### config.mk
export PLATFORM = sky130hd
export DESIGN_NAME = frec_div_ctrl_flat
export DESIGN_NICKNAME = d
export VERILOG_FILES = /design/src/rtl/frec_div_pkg.sv /design/src/rtl/frec_div_if.sv /design/src/rtl/frec_div_core.sv /design/src/rtl/frec_div_ctrl.sv /design/src/flat_wrapper.sv
export SDC_FILE = /design/constraint.sdc
export NUM_CORES = 1
export LEC_CHECK = 0
export BUFFER_PORTS_ARGS = -buffer_cell sky130_fd_sc_hd__buf_2
export CAP_MARGIN = 40
export CELL_PAD_IN_SITES_DETAIL_PLACEMENT = 1
export CELL_PAD_IN_SITES_GLOBAL_PLACEMENT = 2
export CORE_AREA = 2 2 116 118
export CTS_CLUSTER_SIZE = 12
export DETAILED_ROUTE_END_ITERATION = 12
export DIE_AREA = 0 0 118 120
export HOLD_SLACK_MARGIN = 0.1
export PLACE_DENSITY_LB_ADDON = 0.1
export SLEW_MARGIN = 20
export SYNTH_ARGS = -nofsm -noshare
export SYNTH_HDL_FRONTEND = slang
export SYNTH_SLANG_ARGS = --single-unit
export TNS_END_PERCENT = 50
### constraint.sdc
create_clock -name iClk -period 2.27 [get_ports iClk]
set_input_delay 0.227 -clock iClk [delete_from_list [all_inputs] [get_ports iClk]]
set_output_delay 0.227 -clock iClk [all_outputs]
set_load 0.05 [all_outputs]
### src/rtl/frec_div_pkg.sv
// -----------------------------------------------------------------------------
// frec_div_pkg
// Shared definitions for the square-wave frequency divider controller.
// Holds the controller state encoding and the default width / compare value
// used when the divider comes out of reset.
// -----------------------------------------------------------------------------
package frec_div_pkg;

  // Controller states: IDLE (halted, wave low), RUN (counting),
  // PEND (counting with a new compare value waiting for the next toggle).
  typedef enum logic [1:0] {
    IDLE = 2'd0,
    RUN  = 2'd1,
    PEND = 2'd2
  } DivStateT;

  // Default counter width and the compare value loaded at reset.
  localparam int DEF_WIDTH = 26;
  localparam int DEF_HALF  = 25_000_000;

endpackage

### src/rtl/frec_div_if.sv
// -----------------------------------------------------------------------------
// frec_div_if
// Valid/ready configuration port for the frequency divider.
//   iCfgValid  requester -> divider  config request valid
//   iCfgHalf   requester -> divider  requested compare value (half period N+1)
//   oCfgReady  divider -> requester  transfer happens on valid & ready
//   oCfgErr    divider -> requester  1-cycle pulse, accepted value was 0
// The master modport is the requester side, slave is the divider side.
// -----------------------------------------------------------------------------
interface frec_div_if #(
  parameter int WIDTH = 26
);

  logic             iCfgValid;
  logic [WIDTH-1:0] iCfgHalf;
  logic             oCfgReady;
  logic             oCfgErr;

  modport master (
    output iCfgValid,
    output iCfgHalf,
    input  oCfgReady,
    input  oCfgErr
  );

  modport slave (
    input  iCfgValid,
    input  iCfgHalf,
    output oCfgReady,
    output oCfgErr
  );

endinterface

### src/rtl/frec_div_core.sv
// -----------------------------------------------------------------------------
// frec_div_core
// Divide counter, compare and output toggle register.
//   iClk       system clock
//   iRst       asynchronous active-high reset
//   iEnable    count while high
//   iClear     force counter to 0 and the wave low (wins over iEnable)
//   iCompare   compare value N; the wave toggles every N+1 enabled clocks
//   oS         divided square wave
//   oTerminal  combinational, high in the cycle the counter matches iCompare
// -----------------------------------------------------------------------------
module frec_div_core
  import frec_div_pkg::*;
#(
  parameter int WIDTH = DEF_WIDTH
) (
  input  logic             iClk,
  input  logic             iRst,
  input  logic             iEnable,
  input  logic             iClear,
  input  logic [WIDTH-1:0] iCompare,
  output logic             oS,
  output logic             oTerminal
);

  logic [WIDTH-1:0] count;
  logic             sReg;

  // The compare value only ever changes while the counter is 0 (at a terminal
  // count or while cleared), so an equality test is enough: the counter can
  // never run past the compare value and wrap by overflow.
  assign oTerminal = iEnable & ~iClear & (count == iCompare);
  assign oS        = sReg;

  // Counter and toggle register: clear dominates, otherwise count up and on
  // a match restart from zero and flip the wave.
  always_ff @(posedge iClk or posedge iRst) begin
    if (iRst) begin
      count <= '0;
      sReg  <= 1'b0;
    end else if (iClear) begin
      count <= '0;
      sReg  <= 1'b0;
    end else if (oTerminal) begin
      count <= '0;
      sReg  <= ~sReg;
    end else if (iEnable) begin
      count <= count + WIDTH'(1);
    end
  end

endmodule

### src/rtl/frec_div_ctrl.sv
// -----------------------------------------------------------------------------
// frec_div_ctrl
// Run-time controller for the square-wave frequency divider. Start/stop
// control, a valid/ready config port for the half-period compare value, and
// glitch-free switching: new values only take effect at a terminal count.
//   iClk        system clock
//   iRst        asynchronous active-high reset
//   iStart      1-cycle pulse, begin toggling (ignored while running)
//   iStop       1-cycle pulse, halt and force the wave low (wins over iStart)
//   cfg         config port (valid/ready/half/err), slave side
//   oS          divided square wave, period 2*(active+1) clocks
//   oTick       1-cycle pulse on every toggle of oS
//   oRunning    high in RUN or PEND
//   oActiveHalf compare value currently in use
// -----------------------------------------------------------------------------
module frec_div_ctrl
  import frec_div_pkg::*;
#(
  parameter int               WIDTH        = DEF_WIDTH,
  parameter logic [WIDTH-1:0] DEFAULT_HALF = WIDTH'(DEF_HALF)
) (
  input  logic             iClk,
  input  logic             iRst,
  input  logic             iStart,
  input  logic             iStop,
  frec_div_if.slave        cfg,
  output logic             oS,
  output logic             oTick,
  output logic             oRunning,
  output logic [WIDTH-1:0] oActiveHalf
);

  DivStateT         state;
  DivStateT         stateNext;
  logic [WIDTH-1:0] active;
  logic [WIDTH-1:0] activeNext;
  logic [WIDTH-1:0] pending;
  logic [WIDTH-1:0] pendingNext;
  logic             tickReg;
  logic             errReg;
  logic             errNext;
  logic             cfgReady;
  logic             cfgAccept;
  logic             cfgZero;
  logic             coreEnable;
  logic             coreClear;
  logic             terminal;

  // Only one value can wait for a terminal count, so the port stalls in PEND.
  assign cfgReady  = (state != PEND);
  assign cfgAccept = cfg.iCfgValid & cfgReady;
  assign cfgZero   = (cfg.iCfgHalf == '0);

  // A stop clears the core in the same cycle so the wave is low on the next
  // clock; IDLE keeps the counter parked at zero so a start always gets the
  // full first half-period.
  assign coreEnable = (state != IDLE);
  assign coreClear  = (state == IDLE) | iStop;

  frec_div_core #(
    .WIDTH (WIDTH)
  ) uCore (
    .iClk      (iClk),
    .iRst      (iRst),
    .iEnable   (coreEnable),
    .iClear    (coreClear),
    .iCompare  (active),
    .oS        (oS),
    .oTerminal (terminal)
  );

  assign cfg.oCfgReady = cfgReady;
  assign cfg.oCfgErr   = errReg;
  assign oTick         = tickReg;
  assign oRunning      = (state != IDLE);
  assign oActiveHalf   = active;

  // Next-state and register update logic. A zero compare value is rejected
  // with an error pulse and changes nothing. While running, an accepted value
  // parks in pending and only moves into active at the next terminal count
  // (or on stop), so the current half-period is never cut short.
  always_comb begin
    stateNext   = state;
    activeNext  = active;
    pendingNext = pending;
    errNext     = cfgAccept & cfgZero;
    case (state)
      IDLE: begin
        if (cfgAccept && !cfgZero) activeNext = cfg.iCfgHalf;
        if (iStart && !iStop) stateNext = RUN;
      end
      RUN: begin
        if (iStop) begin
          stateNext = IDLE;
          if (cfgAccept && !cfgZero) activeNext = cfg.iCfgHalf;
        end else if (cfgAccept && !cfgZero) begin
          pendingNext = cfg.iCfgHalf;
          stateNext   = PEND;
        end
      end
      PEND: begin
        if (iStop) begin
          stateNext  = IDLE;
          activeNext = pending;
        end else if (terminal) begin
          stateNext  = RUN;
          activeNext = pending;
        end
      end
      default: stateNext = IDLE;
    endcase
  end

  // State, compare registers and the registered tick / error pulses.
  always_ff @(posedge iClk or posedge iRst) begin
    if (iRst) begin
      state   <= IDLE;
      active  <= DEFAULT_HALF;
      pending <= '0;
      tickReg <= 1'b0;
      errReg  <= 1'b0;
    end else begin
      state   <= stateNext;
      active  <= activeNext;
      pending <= pendingNext;
      tickReg <= terminal;
      errReg  <= errNext;
    end
  end

endmodule

### src/flat_wrapper.sv
// flat-port wrapper written by rule: the top's interface ports become plain ports
module frec_div_ctrl_flat import frec_div_pkg::*;
#(
  parameter int               WIDTH        = DEF_WIDTH,
  parameter logic [WIDTH-1:0] DEFAULT_HALF = WIDTH'(DEF_HALF)
)
  (iClk, iRst, iStart, iStop, oS, oTick, oRunning, oActiveHalf, cfg_iCfgValid, cfg_iCfgHalf, cfg_oCfgReady, cfg_oCfgErr);
  frec_div_if #(.WIDTH(WIDTH)) cfg_i ();
  input  logic iClk;
  input  logic iRst;
  input  logic iStart;
  input  logic iStop;
  output logic oS;
  output logic oTick;
  output logic oRunning;
  output logic [WIDTH-1:0] oActiveHalf;
  input wire logic [$bits(cfg_i.iCfgValid)-1:0] cfg_iCfgValid;
  input wire logic [$bits(cfg_i.iCfgHalf)-1:0] cfg_iCfgHalf;
  output wire logic [$bits(cfg_i.oCfgReady)-1:0] cfg_oCfgReady;
  output wire logic [$bits(cfg_i.oCfgErr)-1:0] cfg_oCfgErr;
  assign cfg_i.iCfgValid = cfg_iCfgValid;
  assign cfg_i.iCfgHalf = cfg_iCfgHalf;
  assign cfg_oCfgReady = cfg_i.oCfgReady;
  assign cfg_oCfgErr = cfg_i.oCfgErr;
  frec_div_ctrl #(.WIDTH(WIDTH), .DEFAULT_HALF(DEFAULT_HALF)) u_core (.iClk(iClk), .iRst(iRst), .iStart(iStart), .iStop(iStop), .cfg(cfg_i), .oS(oS), .oTick(oTick), .oRunning(oRunning), .oActiveHalf(oActiveHalf));
endmodule
* Word level (Yosys, flattened, before mapping) *
Cells that the tools add are included.
W data, S select, Z words.

storage, ports and cells
  flip-flop bits (word level) = 83
  input bits = 31
  output and inout bits = 31
  word-level logic and storage cells = 53

operators by class
  add/sub/neg operators = 1
  equal/unequal tests = 8
  muxes and demuxes = 16
  bitwise gates (word level) = 8
  reduce and logical (&&, ||, !) cells = 13

operators with widths
  cell                     count
  $mux W26                 7
  $pmux W26 S3             1
  $add A26 B1 Y26 const B  1
  $eq A26 B26 Y1           1
  $logic_not A26 Y1        1
  $mux W2                  5
  $reduce_and A3 Y1        3
  $ne A2 B2 Y1 const B     3
  $ne A3 B2 Y1 const B     2
  $pmux W2 S3              1
  $reduce_bool A3 Y1       2
  $and A1 B1 Y1            4
  $reduce_bool A2 Y1       2
  $not A1 Y1               3
  $eq A2 B1 Y1 const B     1
  $eq A2 B2 Y1 const B     1
  $logic_and A1 B1 Y1      2
  $logic_not A1 Y1         2
  $logic_not A2 Y1         1
  $mux W1                  2
  $or A1 B1 Y1             1

* Logic depth before layout (Yosys ltp) *
Gate-level depths: netlist of run 1.

  depth in word-level cells = 8
  depth in mapped cells = 8

* Modules after synthesis *
A second synthesis of run 1 with hierarchy kept.

second synthesis, totals
  cell total of the unflattened synthesis = 410
  area total of the unflattened synthesis = 4,425.5 um^2

by module, submodules not included
  module         instances  cells an instance  area an instance (um^2)
  frec_div_ctrl  1          226                2,677.6
  frec_div_core  1          184                1,747.9

* Worst setup path after synthesis of run 1 *
OpenSTA, ideal clock, no wires.

  kind = reg2reg
  start point = register u_core.active[8], in the netlist u_core.oActiveHalf[8]
  end point = register u_core.active[0], in the netlist u_core.oActiveHalf[0]
  setup time = 0.125 ns
  arrival = 2.618 ns
  data required time = 2.145 ns
  path slack = -0.473 ns
  cell stages (with the launch flop) = 8
  path buffers = 1
  period minus slack after synthesis = 2.743 ns
  cells stage by stage = dfrtp_1 -> xor2_1 -> or4_1 -> nor4_2 -> nand4_2 -> a21oi_4 -> buf_8 -> mux2_2

between the ends
  cells in the longest elaborated chain, start to end = 4

RTL lines
  element                      RTL line              text
  start: declaration           frec_div_ctrl.sv:35   logic [WIDTH-1:0] active;
  start signal: assignment     frec_div_ctrl.sv:124  active <= activeNext;
  $eq A26 B26 Y1               frec_div_core.sv:32   assign oTerminal = iEnable & ~iClear & (count == iCompare);
  $and A1 B1 Y1                frec_div_core.sv:32
  $ne A3 B2 Y1 (no line)       --
  $reduce_and A3 Y1 (no line)  --

No other way between the ends.
A chain may end at the register's enable or synchronous reset.

* Final worst setup path of run 1 *
  start point = register u_core.active[15], in the netlist u_core.oActiveHalf[15]
  end point = register u_core.active[9], in the netlist u_core.oActiveHalf[9]

The elaborated chain is that of the path after synthesis.

==> results of run 1 <==
registers in the layout, summed over array words and instances (netlist names):
signal,count
u_core.uCore.oS,1
u_core.pending,26
u_core.cfg.oCfgErr,1
u_core.oActiveHalf,26
u_core.state,2
u_core.uCore.count,26
u_core.oTick,1
critical path: stages (launching register included):
cell and delay, ns:
dfrtp_2 0.41, xor2_1 0.18, or4_4 0.53, nor4_4 0.15, nand4_2 0.15, a21oi_4 0.23, buf_12 0.18, mux2_2 0.33
worst min path at each step:
| stage | endpoint | cells past startpoint | slack [ns] | start |
|---|---|---|---|---|
| 2_1_floorplan | u_core.state[1]$_DFFE_PP0P_ | 1 | 0.29 | iStop |
| 5_1_grt | u_core.pending[9]$_DFFE_PP0P_ | 2 | 0.14 | cfg_iCfgHalf[9] |
| 3_5_place_dp | u_core.uCore.count[25]$_DFFE_PP0P_ | 3 | 0.40 | iRst |
| 6_report | u_core.pending[9]$_DFFE_PP0P_ | 2 | 0.14 | cfg_iCfgHalf[9] |
| 4_1_cts | u_core.pending[13]$_DFFE_PP0P_ | 2 | 0.13 | cfg_iCfgHalf[13] |
| 3_3_place_gp | u_core.uCore.count[25]$_DFFE_PP0P_ | 3 | 0.41 | iRst |
per-layer routing:
metal / vias to the layer above / routed length, um / global-route usage
met1: 1617 / 5520 / 0.2284
met5: - / 0 / 0
li1: 1566 / - / -
met4: 0 / 122 / 0.04669
met2: 46 / 5670 / 0.2954
met3: 9 / 373 / 0.04943
cell usage after synthesis (3+ instances only):
cell type | number | share of area
nand2_1 | 91 | 0.082
dfrtp_1 | 71 | 0.43
mux2_2 | 50 | 0.14
xor2_1 | 34 | 0.072
nor2_1 | 32 | 0.029
xnor2_1 | 17 | 0.036
nand3_1 | 13 | 0.016
dfstp_2 | 12 | 0.076
clkbuf_1 | 10 | 0.0091
nor4_1 | 10 | 0.015
and3_1 | 9 | 0.014
nand4_1 | 8 | 0.012
and4_1 | 4 | 0.0085
inv_1 | 3 | 0.0027
nor3_1 | 3 | 0.0036
or4_1 | 3 | 0.0054
power breakdown:
| part | switching (mW) | internal, mW | total (mW) |
|---|---|---|---|
| combinational | 0.755 | 0.518 | 1.27 |
| clock | 0.607 | 0.884 | 1.49 |
| sequential | 0.168 | 1.76 | 1.93 |
cells in the final DEF (no fill, tap or decap), drive strengths merged:
cell type,netlist,routed
a21oi,2,2
a221oi,1,1
a22o,1,1
a22oi,1,1
and2,2,2
and3,9,9
and4,4,4
buf,4,118
bufinv,0,1
clkbuf,10,12
clkinv,0,2
clkinvlp,0,2
dfrtp,71,71
dfstp,12,12
dlygate4sd3,0,1
ha,1,1
inv,3,2
mux2,52,52
nand2,91,91
nand3,13,13
nand3b,1,1
nand4,9,9
nand4b,2,2
nor2,32,32
nor3,3,3
nor4,11,11
o21ba,1,1
o31ai,1,1
or2,2,2
or3b,1,1
or4,3,3
xnor2,17,17
xor2,34,34
cells by family after synthesis:
group / after synthesis
simple gates: 183
flops: 83
xor+xnor: 51
compound gates: 7
fa+ha+maj: 1
buf+inv: 17
mux: 52
metrics by stage:
stage               utilization  hold WS [ns]  area, um^2  setup TNS, ns
finish                   0.4198        0.1445        5449       -0.01051
global route             0.4198        0.1360        5449         -1.669
CTS                      0.4158        0.1270        5396        -0.5326
detailed placement       0.3906        0.4026        5070         -4.507
global placement         0.3906        0.4119        5070         -4.527
floorplan                     -        0.2934        4151         -5.729
what timing repair did:
item                                    4_1_cts  5_1_grt
gates resized for setup                       3       12
buffers inserted                              1        0
pin swaps                                     1        0
endpoints found under the setup margin       27       28
hold buffers                                  1        0
endpoints found under the hold margin        29        0
cell type report:
type / instances / area [um^2]
Fill cell: 1486 / 7531
Tap cell: 176 / 220.2
Multi-Input combinational cell: 294 / 2027
Sequential cell: 83 / 2096
Clock inverter: 4 / 51.30
Clock buffer: 12 / 246.5
Inverter: 3 / 15.01
Timing Repair Buffer: 119 / 793.3
==> impl_metrics.py, run 1 <==
metrics = {
    "finish": {
        "instances_no_fill": 691,
        "layout.nets": 542,
        "n_antenna_cell": 0,
        "drive_above_1_share": 0.4058,
        "area_delta_synth_final_pct": 31.57,
    },
    "synth": {
        "synth_cell_types": 34,
        "synth_edf_count": 0,
        "ys_seq_area_frac": 0.5051,
        "yosys.area_share.simple": 0.2057,
        "synthAdderAreaFrac": 0.003021,
        "synth-xor-area-share": 0.1079,
        "synth_compound_area_frac": 0.01541,
        "synthMuxAreaShare": 0.1414,
        "syn_inst": 394,
        "synth_async_sr_flop_share": 1.000,
        "syn_nets": 426,
        "ys_warn_count": 0,
        "syn-cell-area_um2": 4141,
        "ys_seq_elements": 83,
        "syn_avg_cell_area_um2": 10.51,
        "ys.flop_type": "dfrtp_1",
        "synth_top_family_by_area": "simple AND/OR/NAND/NOR gates",
    },
    "pwr": {
        "cellPowerDensity_nw_per_um2": 861.0,
        "irDropWorstVdd_mv": 0.4676,
        "p_leak_nw": 2.597,
        "totalPowerFinal_mw": 4.692,
    },
    "place": {
        "gp_congestion": 0.7896,
        "port_buffers": 61,
        "placed_cells": 673,
        "hpwl_um": 8789,
        "dpl_worst_slack_ns": -0.1398,
    },
    "sta": {
        "setup_ws_ns": -0.007486,
        "period_share": 1.003,
        "tightestPinTransition_ns": 0.6533,
        "slew-limit-headroom": 0.5645,
        "setup_viol": 5,
        "timing_hold_violations_final": 0,
        "min_period_ns": 2.277,
        "fmax_ghz": 0.4391,
        "rsz0062_at_grt": "true",
        "slew_viol_final": 0,
        "fin_skew_ns": 0.008380,
    },
    "routing": {
        "wl_um": 11690,
        "drt_first_pass_iters": 4,
        "wl_per_cell_um": 16.91,
        "route.detailed.drc": 0,
        "vias": 3238,
        "dr.first_iter.drc_count": 91,
        "ant_nets": 0,
        "viasPerCell": 4.686,
    },
    "setup_path": {
        "rr_startpoint": "u_core.oActiveHalf[15]$_DFFE_PP0P_",
        "crit_end": "u_core.oActiveHalf[9]$_DFFE_PP0P_",
        "reg2reg_to": "u_core.oActiveHalf[9]$_DFFE_PP0P_",
        "worstPathRequired_ns": 2.50,
        "worst-setup-path-type": "reg2reg",
        "path_max_fanout": 12,
        "cp.arrival_ns": 2.51,
        "r2r_cells": 7,
        "start_kind": "register",
        "critPathCaptureType": "register",
        "cp-startpoint": "u_core.oActiveHalf[15]$_DFFE_PP0P_",
        "rrSetupSlack_ns": -0.007,
    },
    "die": {
        "die_x_um": 118,
        "num_rows": 42,
        "start_util": 0.3191,
        "ioPinCount": 62,
        "core_area_um2": 12980,
        "die-area_um2": 14160,
        "die_h_um": 120,
    },
    "cts": {
        "clock_path_buffers": 2,
        "cts-root-buf": "clkbuf_16",
        "clock-sinks": 83,
        "clk_latency_ns": 0.35,
        "cts-buffers-inserted": 9,
        "cts_htree_levels": 3,
        "path_clk_slew_ns": 0.06,
        "cts_tree": "done",
    },
    "grt": {
        "grt_pass1_vias": 3467,
        "antenna_found_initial": 0,
        "grt_overflow": 0,
        "grt_max_degree": 48,
        "grt_usage": 0.1777,
        "grt_pass1_wl_um": 18910,
    },
    "flow_run": {
        "drv_cap": 0,
    },
    "status": {
        "outcome": "finished with violations",
        "violations": "setup timing",
    },
    "worst_hold_path": {
        "hold_path_class": "in2reg",
    },
}
Power figures use the tool's default switching activity.
==> run 2, diff against run 1 <==
CORE_AREA = 2 2 130 132   (was 2 2 116 118)
DIE_AREA = 0 0 132 134   (was 0 0 118 120)
==> run 2 against run 1 <==
  * The run still ends with setup timing left
  * Register-to-register slack got worse by 0.10 ns
  * Sequential power barely moved
  * Critical endpoint is now u_core.oActiveHalf[15]$_DFFE_PP0P_
  * Global-route usage fell by 2.2 points
  * Critical path depth rose by 1
  * Core utilization fell by 5.9 points
==> impl_metrics.py, run 2 (synthesis results as in run 1) <==
metrics = {
    "setup_path": {
        "rrSetupSlack_ns": -0.11,
        "worstPathRequired_ns": 2.49,
        "start_kind": "register",
        "cp.arrival_ns": 2.60,
        "rr_startpoint": "u_core.uCore.count[15]$_DFFE_PP0P_",
        "path_cells": "xor2_2, or4_4, nor4_4, nand4_2, a21oi_4, buf_6, buf_12, mux2_4",
        "crit_buf_inv": 2,
        "critPathMaxStageDelay_ns": 0.54,
        "reg2reg_to": "u_core.oActiveHalf[15]$_DFFE_PP0P_",
        "cp_num_cells": 8,
        "path_max_fanout": 7,
        "critPathSlowestCell": "or4_4",
        "worst-setup-path-type": "reg2reg",
        "critPathCaptureType": "register",
        "r2r_cells": 8,
        "crit_family": "simple AND/OR/NAND/NOR gates",
    },
    "cts": {
        "cts-buffers-inserted": 9,
        "path_clk_slew_ns": 0.06,
        "cts_tree": "done",
        "clk_latency_ns": 0.34,
        "clock-sinks": 83,
        "clock_path_buffers": 2,
        "cts_htree_levels": 3,
        "cts-root-buf": "clkbuf_16",
    },
    "place": {
        "hpwl_um": 9395,
        "gp_congestion": 0.7441,
        "port_buffers": 61,
        "dpl_worst_slack_ns": -0.4006,
        "placed_area_um2": 5390,
    },
    "grt": {
        "antenna_found_initial": 0,
        "grt_pass1_wl_um": 21010,
        "grt_overflow": 0,
        "grt_usage": 0.1560,
        "grt_pass1_vias": 3716,
        "grt_max_degree": 84,
    },
    "die": {
        "core_area_um2": 16290,
        "die_h_um": 134,
        "start_util": 0.2542,
        "ioPinCount": 62,
        "die_x_um": 132,
        "die-area_um2": 17690,
        "num_rows": 47,
    },
    "sta": {
        "holdWs_ns": 0.1201,
        "slew_viol_final": 0,
        "timing_hold_violations_final": 0,
        "tightestPinTransition_ns": 0.4844,
        "setup_viol": 26,
        "setup_ws_ns": -0.1087,
        "min_period_ns": 2.379,
        "fin_skew_ns": 0.005340,
        "slew-limit-headroom": 0.6771,
        "fmax_ghz": 0.4204,
        "period_share": 1.048,
        "rsz0062_at_grt": "true",
    },
    "finish": {
        "area_delta_synth_final_pct": 41.72,
        "stdcell_area_um2": 5869,
        "layout.nets": 585,
        "final_common_cell": "nand2_1",
        "n_antenna_cell": 0,
        "drive_above_1_share": 0.4534,
        "final_cell_mix": "nand2_1 (90), buf_4 (89), dfrtp_1 (68)",
    },
    "routing": {
        "drt_first_pass_iters": 4,
        "ant_nets": 0,
        "vias": 3457,
        "route.detailed.drc": 0,
        "wl_um": 13020,
        "wl_per_cell_um": 16.73,
        "viasPerCell": 4.443,
        "dr.first_iter.drc_count": 97,
    },
    "status": {
        "outcome": "finished with violations",
        "violations": "setup timing",
    },
    "worst_hold_path": {
        "hold_path.startpoint": "cfg_iCfgValid",
        "hold_path_class": "in2reg",
        "whs_path_depth": 3,
        "holdPathEnd": "u_core.cfg.oCfgErr$_DFF_PP0_",
    },
    "pwr": {
        "cellPowerDensity_nw_per_um2": 809.0,
        "irDropWorstVdd_mv": 0.3603,
        "p_leak_nw": 2.825,
    },
    "flow_run": {
        "drv_cap": 0,
    },
}
run 2: cell count changes in the layout (fill, tap and decap cells not counted), sizes merged:
cell | before | now
clkbuf | 12 | 16
buf | 118 | 161
clkinvlp | 2 | 1
bufinv | 1 | 0
clkinv | 2 | 0
run 2: power breakdown:
part	leakage [nW]	internal, mW	switching, mW
registers	1.03	1.76	0.155
logic	1.67	0.645	0.827
clock network	0.125	0.775	0.586
run 2: area by class of cell:
type                       instances  area [um^2]
clock buffer                      16        261.5
fill                            1870        10420
inverter                           3        15.01
multi-input combinational        294         2074
sequential                        83         2096
tap                              220        275.3
timing repair buffer             162         1147
run 2: how the worst max path moves through the flow:
stage,start,to
finish,u_core.uCore.count[15]$_DFFE_PP0P_,u_core.oActiveHalf[15]$_DFFE_PP0P_
global route,u_core.uCore.count[15]$_DFFE_PP0P_,u_core.oActiveHalf[15]$_DFFE_PP0P_
CTS,u_core.oActiveHalf[15]$_DFFE_PP0P_,u_core.oActiveHalf[8]$_DFFE_PP0P_
detailed placement,u_core.uCore.count[8]$_DFFE_PP0P_,u_core.oActiveHalf[8]$_DFFE_PP0P_
global placement,u_core.oActiveHalf[15]$_DFFE_PP0P_,u_core.oActiveHalf[8]$_DFFE_PP0P_
floorplan,u_core.oActiveHalf[8]$_DFFE_PP0P_,u_core.oActiveHalf[15]$_DFFE_PP0P_
run 2: per-layer routing:
metal | share of wire | routed length (um) | vias up | GRT usage
li1 | - | - | 1654 | -
met2 | 0.48 | 6199 | 48 | 0.2581
met3 | 0.021 | 277 | 15 | 0.02192
met1 | 0.48 | 6280 | 1740 | 0.2062
met4 | 0.020 | 260 | 0 | 0.06341
met5 | 0 | 0 | - | 0
run 2: through the flow:
step,setup TNS (ns),power [mW],utilization,instances
6_report,-2.026,4.748,0.3603,778
3_3_place_gp,-18.12,3.295,0.3292,752
2_1_floorplan,-5.729,2.749,-,394
5_1_grt,-4.789,5.010,0.3603,778
4_1_cts,-1.545,4.808,0.3565,777
3_5_place_dp,-14.31,3.338,0.3309,753
run 2: repair_timing:
action | 4_1_cts | 5_1_grt
pin swaps | 1 | 2
setup endpoints to repair | 27 | 80
resized for setup | 14 | 22
hold buffers | 1 | 0
buffers inserted | 6 | 3
cloned | 1 | 1
hold endpoints to repair | 71 | 0
run 2: worst register-to-register path, cell delays in order, from the launching register on:
cell	delay [ns]
dfrtp_1	0.41
xor2_2	0.19
or4_4	0.54
nor4_4	0.16
nand4_2	0.17
a21oi_4	0.23
buf_6	0.13
buf_12	0.13
mux2_4	0.30
